[src/rtl/wallace_mac_accum_pkg.sv]
// Shared constants and state encoding for the Wallace MAC accumulator slice.
package wallace_mac_accum_pkg;

  // Product width of the 4x4 Wallace multiplier feeding this stage.
  localparam int WM_PROD_W = 8;

  // Frame FSM encoding; 2'd3 is unused and recovers to WM_IDLE.
  typedef enum logic [1:0] {
    WM_IDLE  = 2'd0,
    WM_ACCUM = 2'd1,
    WM_HOLD  = 2'd2
  } wm_state_t;

  // Beat counter width large enough to hold max_beats itself.
  function automatic int cnt_width(input int max_beats);
    return $clog2(max_beats + 1);
  endfunction

endpackage

[src/rtl/wallace_mac_accum_if.sv]
// Stream bundle for the MAC accumulator: product beats in, frame result out.
// Handshake: a transfer happens on a rising clock edge where valid and ready
// are both 1. A source holds valid and its payload stable until that edge;
// ready may change freely and is never a function of valid.
interface wallace_mac_accum_if
  import wallace_mac_accum_pkg::*;
#(
  parameter int PROD_W = WM_PROD_W,
  parameter int ACC_W  = 16,
  parameter int CNT_W  = 5
);

  logic              in_valid;
  logic              in_ready;
  logic [PROD_W-1:0] in_prod;
  logic              in_last;
  logic              out_valid;
  logic              out_ready;
  logic [ACC_W-1:0]  out_sum;
  logic [CNT_W-1:0]  out_count;
  logic              out_ovf;

  // Accumulator side.
  modport slave (
    input  in_valid, in_prod, in_last, out_ready,
    output in_ready, out_valid, out_sum, out_count, out_ovf
  );

  // Producer / consumer side.
  modport master (
    output in_valid, in_prod, in_last, out_ready,
    input  in_ready, out_valid, out_sum, out_count, out_ovf
  );

endinterface

[src/rtl/wallace_mac_addsat.sv]
// Combinational accumulate step: acc + zero-extended product, with carry out
// and optional clamp to all ones when the sum overflows ACC_W bits.
module wallace_mac_addsat
  import wallace_mac_accum_pkg::*;
#(
  parameter int PROD_W   = WM_PROD_W,
  parameter int ACC_W    = 16,
  parameter bit SATURATE = 1'b0
) (
  input  logic [ACC_W-1:0]  acc,
  input  logic [PROD_W-1:0] prod,
  output logic [ACC_W-1:0]  acc_next,
  output logic              carry
);

  logic [ACC_W:0] sum;

  // One extra bit captures the carry; saturation replaces the wrapped value.
  always_comb begin
    sum   = {1'b0, acc} + (ACC_W + 1)'(prod);
    carry = sum[ACC_W];
    if (SATURATE && carry) acc_next = '1;
    else                   acc_next = sum[ACC_W-1:0];
  end

endmodule

[src/rtl/wallace_mac_accum.sv]
// Frame accumulator behind the Wallace multiplier: sums products of a frame,
// then holds sum/count/overflow until the consumer takes the result.
module wallace_mac_accum
  import wallace_mac_accum_pkg::*;
#(
  parameter int PROD_W    = WM_PROD_W,
  parameter int ACC_W     = 16,
  parameter int MAX_BEATS = 16,
  parameter bit SATURATE  = 1'b0
) (
  input  logic                clock,
  input  logic                reset_n,
  input  logic                clear,
  wallace_mac_accum_if.slave  bus,
  output wm_state_t           dbg_state
);

  localparam int CNT_W = cnt_width(MAX_BEATS);

  wm_state_t        state, state_next;
  logic [ACC_W-1:0] acc, acc_sum;
  logic [CNT_W-1:0] cnt, cnt_inc;
  logic             ovf, carry;
  logic             rdy, hold, illegal, accept, closes, flush;

  assign rdy     = (state == WM_IDLE) || (state == WM_ACCUM);
  assign hold    = (state == WM_HOLD);
  assign illegal = !(state inside {WM_IDLE, WM_ACCUM, WM_HOLD});
  assign accept  = bus.in_valid & rdy;
  assign cnt_inc = cnt + 1'b1;
  // A beat closes the frame on in_last or when it is the MAX_BEATS-th beat.
  assign closes  = bus.in_last | (cnt_inc == CNT_W'(MAX_BEATS));
  // Datapath returns to zero on abort, on result handoff, or from a bad state.
  assign flush   = clear | (hold & bus.out_ready) | illegal;

  wallace_mac_addsat #(
    .PROD_W   (PROD_W),
    .ACC_W    (ACC_W),
    .SATURATE (SATURATE)
  ) u_addsat (
    .acc      (acc),
    .prod     (bus.in_prod),
    .acc_next (acc_sum),
    .carry    (carry)
  );

  // State register.
  always_ff @(posedge clock or negedge reset_n) begin
    if (!reset_n) state <= WM_IDLE;
    else          state <= state_next;
  end

  // Next-state logic; clear overrides accepts and the result handshake.
  always_comb begin
    state_next = state;
    case (state)
      WM_IDLE, WM_ACCUM: if (accept) state_next = closes ? WM_HOLD : WM_ACCUM;
      WM_HOLD:           if (bus.out_ready) state_next = WM_IDLE;
      default:           state_next = WM_IDLE;
    endcase
    if (clear) state_next = WM_IDLE;
  end

  // Accumulator, beat counter and sticky overflow for the current frame.
  always_ff @(posedge clock or negedge reset_n) begin
    if (!reset_n) begin
      acc <= '0;
      cnt <= '0;
      ovf <= 1'b0;
    end else if (flush) begin
      acc <= '0;
      cnt <= '0;
      ovf <= 1'b0;
    end else if (accept) begin
      acc <= acc_sum;
      cnt <= cnt_inc;
      ovf <= ovf | carry;
    end
  end

  // Result fields are only presented while the frame is held.
  assign bus.in_ready  = rdy;
  assign bus.out_valid = hold;
  assign bus.out_sum   = hold ? acc : '0;
  assign bus.out_count = hold ? cnt : '0;
  assign bus.out_ovf   = hold & ovf;
  assign dbg_state     = state;

endmodule
[src/flat_wrapper.sv]
// flat-port wrapper written by rule: the top's interface ports become plain ports
module wallace_mac_accum_flat import wallace_mac_accum_pkg::*;
#(
  parameter int PROD_W    = WM_PROD_W,
  parameter int ACC_W     = 16,
  parameter int MAX_BEATS = 16,
  parameter bit SATURATE  = 1'b0
)
  (clock, reset_n, clear, dbg_state, bus_in_valid, bus_in_prod, bus_in_last, bus_out_ready, bus_in_ready, bus_out_valid, bus_out_sum, bus_out_count, bus_out_ovf);
  wallace_mac_accum_if #(.PROD_W(PROD_W), .ACC_W(ACC_W)) bus_i ();
  input  logic clock;
  input  logic reset_n;
  input  logic clear;
  output wm_state_t dbg_state;
  input wire logic [$bits(bus_i.in_valid)-1:0] bus_in_valid;
  input wire logic [$bits(bus_i.in_prod)-1:0] bus_in_prod;
  input wire logic [$bits(bus_i.in_last)-1:0] bus_in_last;
  input wire logic [$bits(bus_i.out_ready)-1:0] bus_out_ready;
  output wire logic [$bits(bus_i.in_ready)-1:0] bus_in_ready;
  output wire logic [$bits(bus_i.out_valid)-1:0] bus_out_valid;
  output wire logic [$bits(bus_i.out_sum)-1:0] bus_out_sum;
  output wire logic [$bits(bus_i.out_count)-1:0] bus_out_count;
  output wire logic [$bits(bus_i.out_ovf)-1:0] bus_out_ovf;
  assign bus_i.in_valid = bus_in_valid;
  assign bus_i.in_prod = bus_in_prod;
  assign bus_i.in_last = bus_in_last;
  assign bus_i.out_ready = bus_out_ready;
  assign bus_in_ready = bus_i.in_ready;
  assign bus_out_valid = bus_i.out_valid;
  assign bus_out_sum = bus_i.out_sum;
  assign bus_out_count = bus_i.out_count;
  assign bus_out_ovf = bus_i.out_ovf;
  wallace_mac_accum #(.PROD_W(PROD_W), .ACC_W(ACC_W), .MAX_BEATS(MAX_BEATS), .SATURATE(SATURATE)) u_core (.clock(clock), .reset_n(reset_n), .clear(clear), .bus(bus_i), .dbg_state(dbg_state));
endmodule
[config.mk]
export PLATFORM = sky130hd
export DESIGN_NAME = wallace_mac_accum_flat
export DESIGN_NICKNAME = d
export VERILOG_FILES = /design/src/rtl/wallace_mac_accum_pkg.sv /design/src/rtl/wallace_mac_accum_if.sv /design/src/rtl/wallace_mac_addsat.sv /design/src/rtl/wallace_mac_accum.sv /design/src/flat_wrapper.sv
export SDC_FILE = /design/constraint.sdc
export NUM_CORES = 1
export LEC_CHECK = 0
export CORE_MARGIN = 8
export CORE_UTILIZATION = 45
export CTS_CLUSTER_DIAMETER = 200
export DETAILED_ROUTE_END_ITERATION = 8
export PLACE_DENSITY = 0.87
export SYNTH_ARGS = -nofsm -noshare
export SYNTH_HDL_FRONTEND = slang
export SYNTH_SLANG_ARGS = --single-unit
[constraint.sdc]
create_clock -name clock -period 2.1 [get_ports clock]
set_clock_uncertainty 0.2 [all_clocks]
set_input_delay 0.42 -clock clock [delete_from_list [all_inputs] [get_ports clock]]
set_output_delay 0.42 -clock clock [all_outputs]
set_load 0.005 [all_outputs]
---- Word-level counts from Yosys, hierarchy flattened ----
Cells that the tools add are included.
word-level totals
  register bits ........................... 24
  bits of input ports ..................... 14
  output and inout port bits .............. 26
  word-level logic and storage cells ...... 38
operators by class
  add/sub/neg operators ................... 2
  equal/unequal tests ..................... 5
  multiplexer cells ....................... 13
  bitwise logic cells ..................... 7
  reduce and logical (&&, ||, !) cells .... 7
operator list
  cell                 number
  $mux 16              3
  $add 16x8->17        1
  $mux 5               3
  $mux 2               4
  $add 5x1->5 const B  1
  $eq 5x5->1 const B   1
  $or 1x1->1           4
  $pmux 2 s2           1
  $and 1x1->1          3
  $ne 3x2->1 const B   1
  $ne 3x3->1 const B   1
  $reduce_bool 3->1    1
  $eq 2x1->1 const B   1
  $eq 2x2->1 const B   1
  $logic_not 2->1      1
  $mux 1               2
  $reduce_and 2->1     1
  $reduce_bool 2->1    1
  $reduce_or 2->1      1
  $logic_not 1->1      1
  $logic_or 1x1->1     1

---- Longest topological paths before layout ----
  word-level depth ........................ 7
  mapped depth ............................ 8
  gate-level depth less buffers ........... 8

---- By module ----
Synthesis repeated with hierarchy kept, for this count alone.
unflattened totals
  cell total of the unflattened synthesis .. 191
  area total of the unflattened synthesis .. 1752.9 um^2
modules (own cells, without submodules)
  module              instances  cells an instance  area an instance (um^2)  seq. area each (um^2)
  wallace_mac_accum   1          107                1158.6                   600.6
  wallace_mac_addsat  1          84                 594.3                    0.0

---- Worst setup path after synthesis ----
OpenSTA, ideal clock, no wires.
  path type ............................... input port to flip-flop
  start ................................... input bus_in_prod[1]
  end ..................................... register u_core.acc[15]
  library setup time ...................... 0.079 ns
  data arrival time ....................... 1.901 ns
  required time ........................... 1.821 ns
  setup slack ............................. -0.080 ns
  cell stages on the path ................. 6
  buffers on the path ..................... 0
  cell sequence ........................... ha_1 > a21o_1 > nand4_1 > a211o_1 > a2111oi_4 > mux2i_1
between the ends
  longest elaborated chain between the ends .. 3
RTL lines
  what                  line                      source
  start, declared       flat_wrapper.sv:16        input wire logic [$bits(bus_i.in_prod)-1:0] bus_in_prod;
  $add 16x8->17         wallace_mac_addsat.sv:20  sum = {1'b0, acc} + (ACC_W + 1)'(prod);
  $mux 16               wallace_mac_accum.sv:74   end else if (accept) begin
  $mux 16               wallace_mac_accum.sv:70   end else if (flush) begin
  end signal, assigned  wallace_mac_accum.sv:75   acc <= acc_sum;
  end, declared         wallace_mac_accum.sv:21   logic [ACC_W-1:0] acc, acc_sum;
Every way passes these cells. The select of a mux whose other input is x is not followed.
A chain may end at the register's enable or synchronous reset.

---- Worst setup path after layout ----
  start ................................... register u_core.acc[1]
  end ..................................... register u_core.acc[15]
between the ends
  longest elaborated chain between the ends .. 3
RTL lines
  what           line
  $add 16x8->17  wallace_mac_addsat.sv:20
  $mux 16        wallace_mac_accum.sv:74
  $mux 16        wallace_mac_accum.sv:70
Every way passes these cells. The select of a mux whose other input is x is not followed.

==> metrics.md <==
| Metric | Value |
|---|---|
| Setup repair after global routing missed its margin | `true` |
| Syn nets | `approximately 220` |
| Vias in the first global route | `a little under 2,000` |
| Top_reg_cell synth | `dfrtp_1` |
| Row cnt | `22` |
| XOR/XNOR share of the synthesized area | `approximately 2.5%` |
| Largest family of logic cells by synthesized area | `simple AND/OR/NAND/NOR gates` |
| Area of the core | `about 0.0037 mm2` |
| Synth Warn # | `0` |
| Die H | `around 80 um` |
| Synth Area in Compound Gates | `between 20 and 25%` |
| Post-synth EDFFs | `0` |
| Reg2Reg Depth | `6` |
| Routability cong. | `0.847` |
| IR drop worst, VDD | `0.247 mV` |
| R2r endpoint | `u_core.acc[15]` |
| Post-Synthesis Cell Area | `~0.0017 mm2` |
| Initial antenna violation count | `0` |
| Pwr dens | `478 mW/mm2` |
| Slew @ Worst Pin | `0.320 ns` |
| Max clock buf depth | `2` |
| Clk_lat worst skew | `roughly 0.28 ns` |
| Seq cells post-synth | `24` |
| Layout fillers | `247` |
| CP Capture Type | `flip-flop` |
| Initial DRC Count | `123` |
| Final number of setup-violating endpoints | `17` |
| Worst Setup Path Type | `reg -> reg` |
| Initial DRT Pass Iterations | `4` |
| Status | `finished, violations left` |
| Synth Instances | `199` |
| Initial Utilization | `47.1%` |
| DRC | `0` |
| Fraction of layout cells with a size suffix above 1 | `between 30% and 40%` |
| Top post-synthesis cells by area | `dfrtp_1, and2_1, ha_1` |
| Post-layout util | `between 70% and 80%` |
| CP Launch Type | `flip-flop` |
| Antenna Violating Nets Remaining | `0` |
| Tmin final | `~2.3 ns` |
| Crit-path max FO | `2` |
| CTS sink cnt | `24` |
| ANT cells | `0` |
| Gr usage total | `a little under a fifth` |
| Max-Cap Viols | `0` |
| Min Hold Slack | `between 0.2 and 0.3 ns` |
| Avg Inst Size Synth | `8.73 um2` |
| Top cell type's share of synthesized area | `about 35%` |
| Drt wl/cell | `approximately 18 um` |
| Arrival time worst endpoint | `~2.3 ns` |
| Hold-fix buffers, CTS | `0` |
| Remaining global-route overflow | `0` |
| Setup WS post-layout | `-0.159 ns` |
| Worst R2R Setup Slack | `-0.16 ns` |
| Failing checks | `negative setup slack` |
| Synth cell count leaders | `and2_1, dfrtp_1, nand2_1` |
| Max Used Layer | `met4` |
| M1 wire length | `2270 um` |
| Worst min path class | `in -> async` |
| Ports | `40` |
| Port bufs | `39` |
| Die area | `0.00611 mm2` |
| Final worst-path cycle share | `108%` |
| Slew margin rel. | `approximately four fifths` |
| Worst EP required | `~2.1 ns` |
| DP HPWL | `~3700 um` |
| Peak Freq | `about 0.44 GHz` |
| Placed Area | `0.00246 mm2` |
| Worst-path clk slew | `0.09 ns` |
| CTS tree | `done` |
| Clock root buffer | `clkbuf_8` |
| First-pass GRT wire length | `around 9300 um` |
| Area grow syn2layout | `63.9%` |
| Worst flop-to-flop path startpoint | `u_core.acc[1]` |
| NumNets Final | `just over 300` |
| Die Wd | `roughly 80 um` |
| Final Max Tran Viols | `0` |
| Pin count of the biggest net entering global routing | `25` |
| Seq/Total Area, Yosys | `between 30% and 40%` |
| Adder-cell share of the synthesized area | `7.63%` |
| Final instance area | `between 0.002 and 0.003 mm2` |
| Wire length on met3 | `461 um` |
| DR vias/cell | `5.64` |
| Post-synthesis async set-or-reset flop share | `between 90% and 100%` |
| Fin. Hold Viols | `0` |
| Via count | `around 1,900` |
| H-tree Lvls | `1` |
| Synth Area in Simple Gates | `a little over a quarter` |
| Synth cell types | `between 40 and 50` |
| WL met2 | `3080 um` |
| Synth area leader | `dfrtp_1` |
| Post-synthesis mux area share | `roughly 4.0%` |
| Leak | `about 1.5 nW` |
| Final wirelength | `6090 um` |
| CTS Buf Count | `3` |
==> sequential cells by signal, summed over array words and instances, names as in the netlist <==
signal            flops
u_core.ovf            1
u_core.dbg_state      2
u_core.cnt            5
u_core.acc           16
==> per-stage QoR <==
step / setup TNS [ns] / instances / power (mW) / setup slack [ns]
final: -1.73 / 332 / 1.36 / -0.159
after floorplan: -0.0267 / 199 / 0.699 / -0.0267
after CTS: -3.24 / 330 / 1.28 / -0.159
after global routing: -3.16 / 332 / 1.42 / -0.236
after detailed placement: -6.80 / 319 / 0.896 / -0.636
after global placement: -6.20 / 319 / 0.884 / -0.559
==> where the power goes <==
group | total, mW | internal (mW) | switching, mW
logic | 0.519 | 0.262 | 0.257
clock network | 0.335 | 0.168 | 0.166
registers | 0.509 | 0.484 | 0.0249
total | 1.36 | 0.914 | 0.449
==> metal layers <==
metal,vias to the layer above,track usage [%]
met1,886,20.6
met2,86,32.9
met3,23,3.99
li1,878,-
met5,-,0
met4,0,9.07
==> cells in the final DEF, fill, tap and decap left out, drive strengths merged, types with 8 or more instances in the layout <==
cell type      count
nor2              14
nand2             21
ha                 9
dlygate4sd2        8
a21oi             17
clkdlybuf4s50     15
and2              24
buf               50
dlymetal6s2s      15
dfrtp             24
o21ai              9
==> cell type report <==
cell class	count	area, um2	area share [%]
Multi-Input combinational cell	160	1300	45.5
Timing Repair Buffer	89	807	28.3
Sequential cell	24	602	21.1
Tap cell	48	60.1	2.11
Clock buffer	4	55.1	1.93
Inverter	7	28.8	1.01
==> worst max-delay path, cell delays in order, from the launching register on <==
cell and delay [ns]:
dfrtp_1 0.39, ha_1 0.28, a21o_1 0.13, nand4_1 0.17, a211o_1 0.36, a2111oi_4 0.36
mux2i_2 0.29
==> worst max-delay path by stage <==
stage                            to           startpoint  slack [ns]  depth (start not counted)
floorplan             u_core.acc[8]       bus_in_prod[0]       -0.03                          8
global placement      u_core.acc[8]       bus_in_prod[0]       -0.56                          9
detailed placement    u_core.acc[8]       bus_in_prod[0]       -0.64                          9
CTS                 bus_out_sum[15]  u_core.dbg_state[1]       -0.16                          5
global route         bus_out_sum[8]  u_core.dbg_state[1]       -0.24                          5
finish               u_core.acc[15]        u_core.acc[1]       -0.16                          6
==> cell families after synthesis <==
logic type | Yosys count
AO/OA/AOI/OAI | 50
XOR/XNOR | 5
adder cells (fa/ha/maj) | 10
buffers and inverters | 15
flip-flops | 24
multiplexers | 7
AND/OR/NAND/NOR | 88
==> what timing repair did <==
action                     CTS  global route
gates resized for setup     36            36
pin swaps                   23            25
buffers inserted             9             6
cloned                       0             0
setup endpoints to repair   35            35
No activity file was read; power rests on OpenSTA's default activity.
